===== src/rtl/serial_adder.sv =====
// Bit-serial adder/subtractor: processes one operand bit per clock, LSB first,
// through a single full adder. S, C and V are registered on completion and
// held until the next operation completes.
//
// state | meaning
// IDLE  | waiting for start
// RUN   | one bit processed per cycle, busy=1
// DONE  | results valid, done=1 for this single cycle
module serial_adder #(
    parameter int WIDTH = 8
) (
    input  logic             clk,
    input  logic             rst,
    input  logic             start,
    input  logic             sub,
    input  logic [WIDTH-1:0] A,
    input  logic [WIDTH-1:0] B,
    input  logic             cin,
    output logic             busy,
    output logic             done,
    output logic [WIDTH-1:0] S,
    output logic             C,
    output logic             V
);

    // Counter needs at least one bit so WIDTH=1 still elaborates.
    localparam int CW = (WIDTH > 1) ? $clog2(WIDTH) : 1;
    localparam logic [CW-1:0] LAST_BIT = CW'(WIDTH - 1);

    typedef enum logic [1:0] {
        IDLE = 2'd0,
        RUN  = 2'd1,
        DONE = 2'd2
    } state_t;

    state_t           state_q, state_d;
    logic [WIDTH-1:0] a_q, a_d;
    logic [WIDTH-1:0] b_q, b_d;
    logic             carry_q, carry_d;
    logic [CW-1:0]    cnt_q, cnt_d;
    logic [WIDTH-1:0] res_q, res_d;
    logic [WIDTH-1:0] s_q, s_d;
    logic             c_q, c_d;
    logic             v_q, v_d;

    logic ha0_s, ha0_c, ha1_c, fa_sum, fa_cout;

    // Full adder on the current LSBs: two half-adder stages plus an OR.
    always_comb begin
        ha0_s   = a_q[0] ^ b_q[0];
        ha0_c   = a_q[0] & b_q[0];
        fa_sum  = ha0_s ^ carry_q;
        ha1_c   = ha0_s & carry_q;
        fa_cout = ha0_c | ha1_c;
    end

    // Next-state, datapath updates and status outputs.
    always_comb begin
        state_d = state_q;
        a_d     = a_q;
        b_d     = b_q;
        carry_d = carry_q;
        cnt_d   = cnt_q;
        res_d   = res_q;
        s_d     = s_q;
        c_d     = c_q;
        v_d     = v_q;
        busy    = 1'b0;
        done    = 1'b0;

        case (state_q)
            IDLE, DONE: begin
                done = (state_q == DONE);
                if (start) begin
                    // Subtraction is A + ~B + 1, so the carry seeds to 1 and cin is unused.
                    a_d     = A;
                    b_d     = sub ? ~B : B;
                    carry_d = sub ? 1'b1 : cin;
                    cnt_d   = '0;
                    state_d = RUN;
                end else begin
                    state_d = IDLE;
                end
            end
            RUN: begin
                busy    = 1'b1;
                a_d     = a_q >> 1;
                b_d     = b_q >> 1;
                carry_d = fa_cout;
                res_d   = WIDTH'({fa_sum, res_q} >> 1);
                cnt_d   = cnt_q + CW'(1);
                if (cnt_q == LAST_BIT) begin
                    // carry_q is the carry into the MSB, fa_cout the carry out of it.
                    s_d     = res_d;
                    c_d     = fa_cout;
                    v_d     = carry_q ^ fa_cout;
                    state_d = DONE;
                end
            end
            default: state_d = IDLE;
        endcase
    end

    // State and datapath registers with asynchronous reset.
    always_ff @(posedge clk or posedge rst) begin
        if (rst) begin
            state_q <= IDLE;
            a_q     <= '0;
            b_q     <= '0;
            carry_q <= 1'b0;
            cnt_q   <= '0;
            res_q   <= '0;
            s_q     <= '0;
            c_q     <= 1'b0;
            v_q     <= 1'b0;
        end else begin
            state_q <= state_d;
            a_q     <= a_d;
            b_q     <= b_d;
            carry_q <= carry_d;
            cnt_q   <= cnt_d;
            res_q   <= res_d;
            s_q     <= s_d;
            c_q     <= c_d;
            v_q     <= v_d;
        end
    end

    assign S = s_q;
    assign C = c_q;
    assign V = v_q;

endmodule


===== config.mk =====
export PLATFORM = sky130hd
export DESIGN_NAME = serial_adder
export DESIGN_NICKNAME = d
export VERILOG_FILES = /design/src/rtl/serial_adder.sv
export SDC_FILE = /design/constraint.sdc
export NUM_CORES = 1
export LEC_CHECK = 0
export CORE_MARGIN = 4
export CORE_UTILIZATION = 45
export DETAILED_ROUTE_END_ITERATION = 10
export GPL_TIMING_DRIVEN = 0
export PLACE_DENSITY = 0.79
export SETUP_SLACK_MARGIN = 0.02
export SYNTH_ARGS = -nofsm -noshare
export SYNTH_HDL_FRONTEND = slang
export SYNTH_SLANG_ARGS = --single-unit

===== constraint.sdc =====
create_clock -name clk -period 3.95 [get_ports clk]
set_input_delay 0.79 -clock clk [delete_from_list [all_inputs] [get_ports clk]]
set_output_delay 0.79 -clock clk [all_outputs]
set_load 0.02 [all_outputs]

After elaboration in Yosys (flattened, before gate mapping)
Index checks and enable logic that the tools add are counted.

Add/subtract/negate cells: 1. Multipliers: 0. Divide/modulo/power cells: 0. Order comparisons: 0. Equality and inequality tests: 5. Shift-type cells: 0. Muxes and demuxes: 15. Bitwise logic cells: 7. Reductions and logical operators: 5.

Operators with widths (number): $pmux 8 s2 (2); $mux 8 (3); $not 8->8 (1); $pmux 3 s2 (1); $mux 1 (5); $ne 2x2->1 const B (2); $pmux 2 s2 (1); $reduce_and 2->1 (2); $add 3x1->3 const B (1); $eq 3x3->1 const B (1); $mux 3 (1); $xor 1x1->1 (3); $and 1x1->1 (2); $eq 2x1->1 const B (1); $eq 2x2->1 const B (1); $logic_not 2->1 (1); $mux 2 (1); $pmux 1 s2 (1); $reduce_bool 2->1 (1); $reduce_or 2->1 (1); $or 1x1->1 (1).

Bits in registers: 40. Latch bits: 0. Bits in writable memories: 0. Memory bits (read-only): 0. Input port bits: 21. Output and inout port bits: 12. Word-level logic and storage cells: 42. Memories: 0.

Depth between registers and ports, before layout
Gate-level depths: netlist of run 1.

Depth in word-level cells: 4. Gate-level depth with buffers: 6. Depth with buffers taken out: 5.

Worst setup path after synthesis of run 1
Ideal clock, no wire load.

Kind: input to register. From: input start. To: register b_q[1]. Setup time: 126 ps. Arrival time: 1497 ps. Data required time: 3824 ps. Path slack: 2327 ps. Stages on the path: 5. Buffers on the path: 2. Cell sequence: nor2b_1 buf_4 nor2_2 buf_6 a221o_1.

Longest elaborated chain between the ends: 2.

RTL lines: from (decl) (RTL line 14) `input logic start,`; $ne 2x2->1 (no line); $reduce_and 2->1 (no line); to (signal assigned) (RTL line 109) `b_q <= '0;`; to (signal assigned) (RTL line 119) `b_q <= b_d;`; to (decl) (RTL line 38) `logic [WIDTH-1:0] b_q, b_d;`.

Every way passes these cells. A chain may end at the register's enable or synchronous reset.

Worst setup path after layout of run 1
From: register state_q[1]. To: output busy.

Longest elaborated chain between the ends: 2.

RTL lines: from (decl) (RTL line 36) `state_t state_q, state_d;`; from (signal assigned) (RTL line 117) `state_q <= state_d;`; $eq 2x1->1 (RTL line 71) `case (state_q)`; $mux 1 (RTL line 71); to (decl) (RTL line 19) `output logic busy,`.

Every way passes these cells.

==> impl_metrics.json, run 1 <==
{
  "cts_sinks": 39,
  "rows": 22,
  "cp_data_required_time_ns": 3.16,
  "final_util_pct": 60.4,
  "synth-adder-area-share_pct": 2.66,
  "wirelength_um": 2950,
  "rsz0062_at_grt": "false",
  "finalCritPeriodShare_pct": 65.0,
  "viasPerCell": 5.13,
  "synth_nets": 148,
  "hpwl_um": 2190,
  "synth_area_sq_um": 1690,
  "io_buffers": 31,
  "synth_compound_area_share_pct": 14.1,
  "clk_pin_slew_ns": 0.07,
  "place_congestion": 0.699,
  "hold_violations": 0,
  "worstSetupEndpointType": "primary output",
  "drtAntennaViolNets": 0,
  "r2r-end": "S[4]",
  "die_w_um": 69.4,
  "cts_buffer_depth": 2,
  "synthDistinctLibCells": 22,
  "total_leakage_power_nw": 1.03,
  "crit_start": "state_q[1]",
  "synth_edf_count": 0,
  "final_nets": 187,
  "crit_chain": "and2b_1, buf_6, buf_6, clkdlybuf4s50_1",
  "yosys-top-cells-area": "dfrtp_1 58%, mux2_2 11%, a22o_1 5.7%",
  "ys.flop_type": "dfrtp_1",
  "diodes": 0,
  "wire_per_inst_um": 13.9,
  "status": "completed",
  "ios": 33,
  "via_count": 1088,
  "seq_area_frac_synth_pct": 57.6,
  "ys_top_cells_by_count": "39 x dfrtp_1, 17 x mux2_2, 11 x a22o_1",
  "cts_resized": 0,
  "drt-initial-drc-count": 28,
  "die_h_um": 69.4,
  "critPathMaxFanout": 10,
  "arrival_ns": 1.78,
  "grt_max_degree": 26,
  "ys_ff_latch": 39,
  "cts_tree": "done",
  "antenna_found_initial": 0,
  "muxShareOfSynthArea_pct": 11.3,
  "synth.top_cell.area_share_pct": 57.6,
  "synth_top_area_cell": "dfrtp_1",
  "cp_slowest_cell": "clkdlybuf4s50_1",
  "drc_errors": 0,
  "whs_ns": 0.481,
  "avgSynthCellArea_sq_um": 13.7,
  "min_path_cells": 1,
  "dr.pass1.iters": 4,
  "r2r_cells": 5,
  "fin_setup_tns_ns": 0,
  "max_stage_delay_ns": 0.61,
  "peakVddDrop_mv": 0.414,
  "min_from": "a_q[5]",
  "fin_ws_ns": 1.38,
  "synth_xor_area_share_pct": 4.65,
  "synth-warning-count": 0,
  "dieArea_sq_um": 4810,
  "htree_levels": 2,
  "core_area_sq_um": 3660,
  "overflow": 0,
  "yosysMostFrequentCell": "dfrtp_1",
  "post-route-min-period_ns": 2.57,
  "worstReg2RegStart": "cnt_q[0]",
  "grt_use_total_pct": 13.4,
  "criticalPathCategory": "flop to primary output",
  "grt_pass1_wl_um": 5200,
  "first_global_vias": 1152,
  "crit_top_cell": "buf_6",
  "skew_ns": 0.00740,
  "maxCapViolations": 0,
  "ys_async_sr_fraction_pct": 100,
  "root_buffer": "clkbuf_8",
  "p_per_area_nw_per_um2": 819,
  "reg2reg_slack_ns": 2.27,
  "synth_top_family_by_area": "compound AO/OA/AOI/OAI gates",
  "whs_endpoint": "a_q[5]",
  "post_cts_buffers": 0,
  "maxSlewViolCount": 0,
  "max_freq_mhz": 389,
  "clk_latency_ns": 0.29,
  "tightest_slew_ns": 0.664,
  "syn2layout_area_growth_pct": 30.4,
  "maxSlewHeadroom_pct": 55.7,
  "dp_slack_ns": 1.69,
  "yosys.area_share.simple_pct": 4.65,
  "setup_viol": 0,
  "hp-class": "flop to flop",
  "synth_cells": 124,
  "postCtsHoldBufs": 0,
  "cts_buffers": 5,
  "start_util_pct": 46.3,
  "start_kind": "flop",
  "drive_gt1_share_pct": 21.3
}
metrics by stage:
stage               instances  power [mW]  area (sq um)
floorplan                 124        1.24          1690
global placement          203        1.45          2060
detailed placement        204        1.49          2090
CTS                       212        1.83          2210
global route              212        1.93          2210
finish                    212        1.81          2210
cell families (layout without fill, tap and decap cells):
group / Yosys count / count (layout)
xor+xnor: 9 / 9
mux: 17 / 17
fa+ha+maj: 3 / 3
buf+inv: 12 / 52
compound gates: 28 / 28
simple gates: 16 / 16
flops: 39 / 39
metal layers:
metal | global-route usage, % | wire length (um) | up-vias
met5 | 0 | 0 | -
met4 | 5.21 | 43 | 0
met3 | 4.06 | 158 | 7
met2 | 21.4 | 1400 | 28
met1 | 16.9 | 1340 | 533
li1 | - | - | 520
worst max-delay path: cells and delay by family, from the launching register on:
| kind | cells | cell delay, ns |
|---|---|---|
| buf+inv | 3 | 0.90 |
| simple gates | 1 | 0.21 |
| flops | 1 | 0.38 |
power breakdown:
group / total [mW] / internal (mW) / leakage [nW] / switching, mW
clock: 0.338 / 0.204 / 0.0612 / 0.134
sequential: 0.705 / 0.592 / 0.481 / 0.113
combinational: 0.767 / 0.441 / 0.483 / 0.326
area by class of cell:
| cell class | count | area, sq um |
|---|---|---|
| Buffer | 9 | 73.8 |
| Clock buffer | 6 | 82.6 |
| Clock inverter | 2 | 35.0 |
| Fill cell | 309 | 1450 |
| Inverter | 3 | 11.3 |
| Multi-Input combinational cell | 73 | 633 |
| Sequential cell | 39 | 976 |
| Tap cell | 48 | 60.1 |
| Timing Repair Buffer | 32 | 338 |
layout by cell type (no fill, tap or decap), drive strengths merged:
master / synthesis / layout
xnor2: 8 / 8
o21ai: 2 / 2
buf: 9 / 10
nand3b: 1 / 1
clkinv: 0 / 1
nor2b: 1 / 1
clkbuf: 0 / 6
ha: 2 / 2
a21o: 7 / 7
a22o: 11 / 11
nand2: 1 / 1
mux2: 17 / 17
a221o: 8 / 8
xor2: 1 / 1
bufinv: 0 / 1
and2b: 2 / 2
nand2b: 1 / 1
inv: 3 / 3
dfrtp: 39 / 39
clkdlybuf4s50: 0 / 31
fa: 1 / 1
nor2: 10 / 10
state kept, by name (all words and copies together), names as in the netlist:
register and flops:
a_q 8, state_q 2, V 1, S 8, b_q 8, C 1, res_q 7, carry_q 1
cnt_q 3
worst max path at each step:
| stage | end | slack, ns |
|---|---|---|
| after floorplan | C | 2.27 |
| after global placement | b_q[3] | 1.53 |
| after detailed placement | busy | 1.69 |
| after CTS | busy | 1.36 |
| after global routing | busy | 1.32 |
| final | busy | 1.38 |
No activity file was read; power rests on OpenSTA's default activity.
==> run 2, diff against run 1 <==
- PLACE_DENSITY: 0.79 -> 0.82
- clock period: 3.95 -> 2.2 ns (I/O delays scaled with it)
==> impl_metrics.json, run 2 (synthesis gave the netlist of run 1 again) <==
{
  "status": "completed",
  "root_buffer": "clkbuf_8",
  "criticalPathCategory": "flop to primary output",
  "final_nets": 186,
  "cp_data_required_time_ns": 1.76,
  "antenna_found_initial": 0,
  "maxSlewHeadroom_pct": 48.1,
  "overflow": 0,
  "final_common_cell": "dfrtp_1",
  "cts_buffer_depth": 2,
  "sw_frac_of_total_pct": 33.3,
  "via_count": 1092,
  "arrival_ns": 1.51,
  "setup_viol": 0,
  "dieArea_sq_um": 4810,
  "cp_num_buf_inv": 1,
  "maxCapViolations": 0,
  "diodes": 0,
  "die_w_um": 69.4,
  "pwr-share-comb_pct": 44.4,
  "first_global_vias": 1147,
  "wire_per_inst_um": 14.4,
  "layout_common_cells": "39 x dfrtp_1, 30 x clkdlybuf4s50_1, 17 x mux2_2",
  "die_h_um": 69.4,
  "hp-class": "flop to flop",
  "peakVddDrop_mv": 0.719,
  "pwr-share-clk_pct": 14.8,
  "ios": 33,
  "total_leakage_power_nw": 0.993,
  "tightest_slew_ns": 0.778,
  "cts_tree": "done",
  "p_int_mw": 2.07,
  "hpwl_um": 2230,
  "whs_ns": 0.483,
  "syn2layout_area_growth_pct": 26.6,
  "clk_pin_slew_ns": 0.07,
  "max_stage_delay_ns": 0.60,
  "drive_gt1_share_pct": 20.2,
  "core_area_sq_um": 3660,
  "worstSetupEndpointType": "primary output",
  "rows": 22,
  "maxSlewViolCount": 0,
  "drc_errors": 0,
  "start_util_pct": 46.3,
  "crit_chain": "and2b_1, clkdlybuf4s50_1",
  "rsz0062_at_grt": "false",
  "cts_buffers": 5,
  "worstReg2RegStart": "cnt_q[0]",
  "critPathMaxFanout": 5,
  "drt-initial-drc-count": 50,
  "place_congestion": 0.745,
  "clk_latency_ns": 0.29,
  "io_buffers": 31,
  "cts_sinks": 39,
  "critical_path.top_delay_family": "buffers and inverters",
  "drtAntennaViolNets": 0,
  "post-route-min-period_ns": 1.95,
  "fin_setup_tns_ns": 0,
  "htree_levels": 2,
  "viasPerCell": 5.18,
  "seqPwrFrac_pct": 40.8,
  "min_from": "a_q[6]",
  "p_per_area_nw_per_um2": 1440,
  "skew_ns": 0.00482,
  "max_freq_mhz": 512,
  "start_kind": "flop",
  "grt_use_total_pct": 13.7,
  "wirelength_um": 3030,
  "hold_violations": 0,
  "dr.pass1.iters": 4,
  "crit_start": "state_q[0]",
  "grt_pass1_wl_um": 5230,
  "finalCritPeriodShare_pct": 88.7,
  "grt_max_degree": 40,
  "cp_slowest_cell": "clkdlybuf4s50_1",
  "netSwitchingPower_mw": 1.03
}
[run 2: metal layers]
metal	up-vias	track usage, %	share of wire, %	wire length, um
li1	515	-	-	-
met4	0	5.21	1.3	39
met3	5	5.65	6.2	189
met2	28	21.9	49	1480
met5	-	0	0	0
met1	544	16.5	44	1320
[run 2: layout make-up]
class / count / area (sq um)
multi-input cells: 73 / 633
repair buffers: 31 / 309
clock buffers: 7 / 76.3
clock inverters: 1 / 5.00
well taps: 48 / 60.1
fillers: 304 / 1520
flip-flops and latches: 39 / 976
inverters: 3 / 11.3
plain buffers: 9 / 73.8
[run 2: path summary, 6_finish.rpt]
check                                end  slack [ns]  cells past startpoint
worst max-delay path                done        0.25                      2
worst min-delay path              a_q[6]        0.48                      1
worst max register to register      S[1]        0.52                      5
worst min register to register    a_q[6]        0.48                      1
max in group asynchronous           S[0]        1.09                      2
min in group asynchronous       res_q[5]        0.62                      2
[run 2: power groups by stage]
stage	Combinational, mW	Sequential [mW]	Clock [mW]
2_1_floorplan	0.892	1.34	0
3_3_place_gp	1.34	1.26	0
3_5_place_dp	1.41	1.28	0
4_1_cts	1.40	1.27	0.476
5_1_grt	1.49	1.31	0.500
6_report	1.37	1.26	0.460
[run 2: metrics by stage]
step                utilization, %  instance area [sq um]  setup slack (ns)  power [mW]  std cells
global route                  58.6                   2140             0.172        3.30        211
finish                        58.6                   2140             0.248        3.10        211
floorplan                        -                   1690             0.678        2.23        124
global placement              56.4                   2060             0.142        2.60        203
CTS                           58.6                   2140             0.229        3.14        211
detailed placement            56.4                   2060            0.0744        2.69        203
[run 2: repair_timing]
item | CTS | global route
setup buffers | 0 | 0
hold endpoints to repair | 0 | 0
gates resized for setup | 1 | 0
endpoints found under the setup margin | 1 | 0
hold buffers | 0 | 0
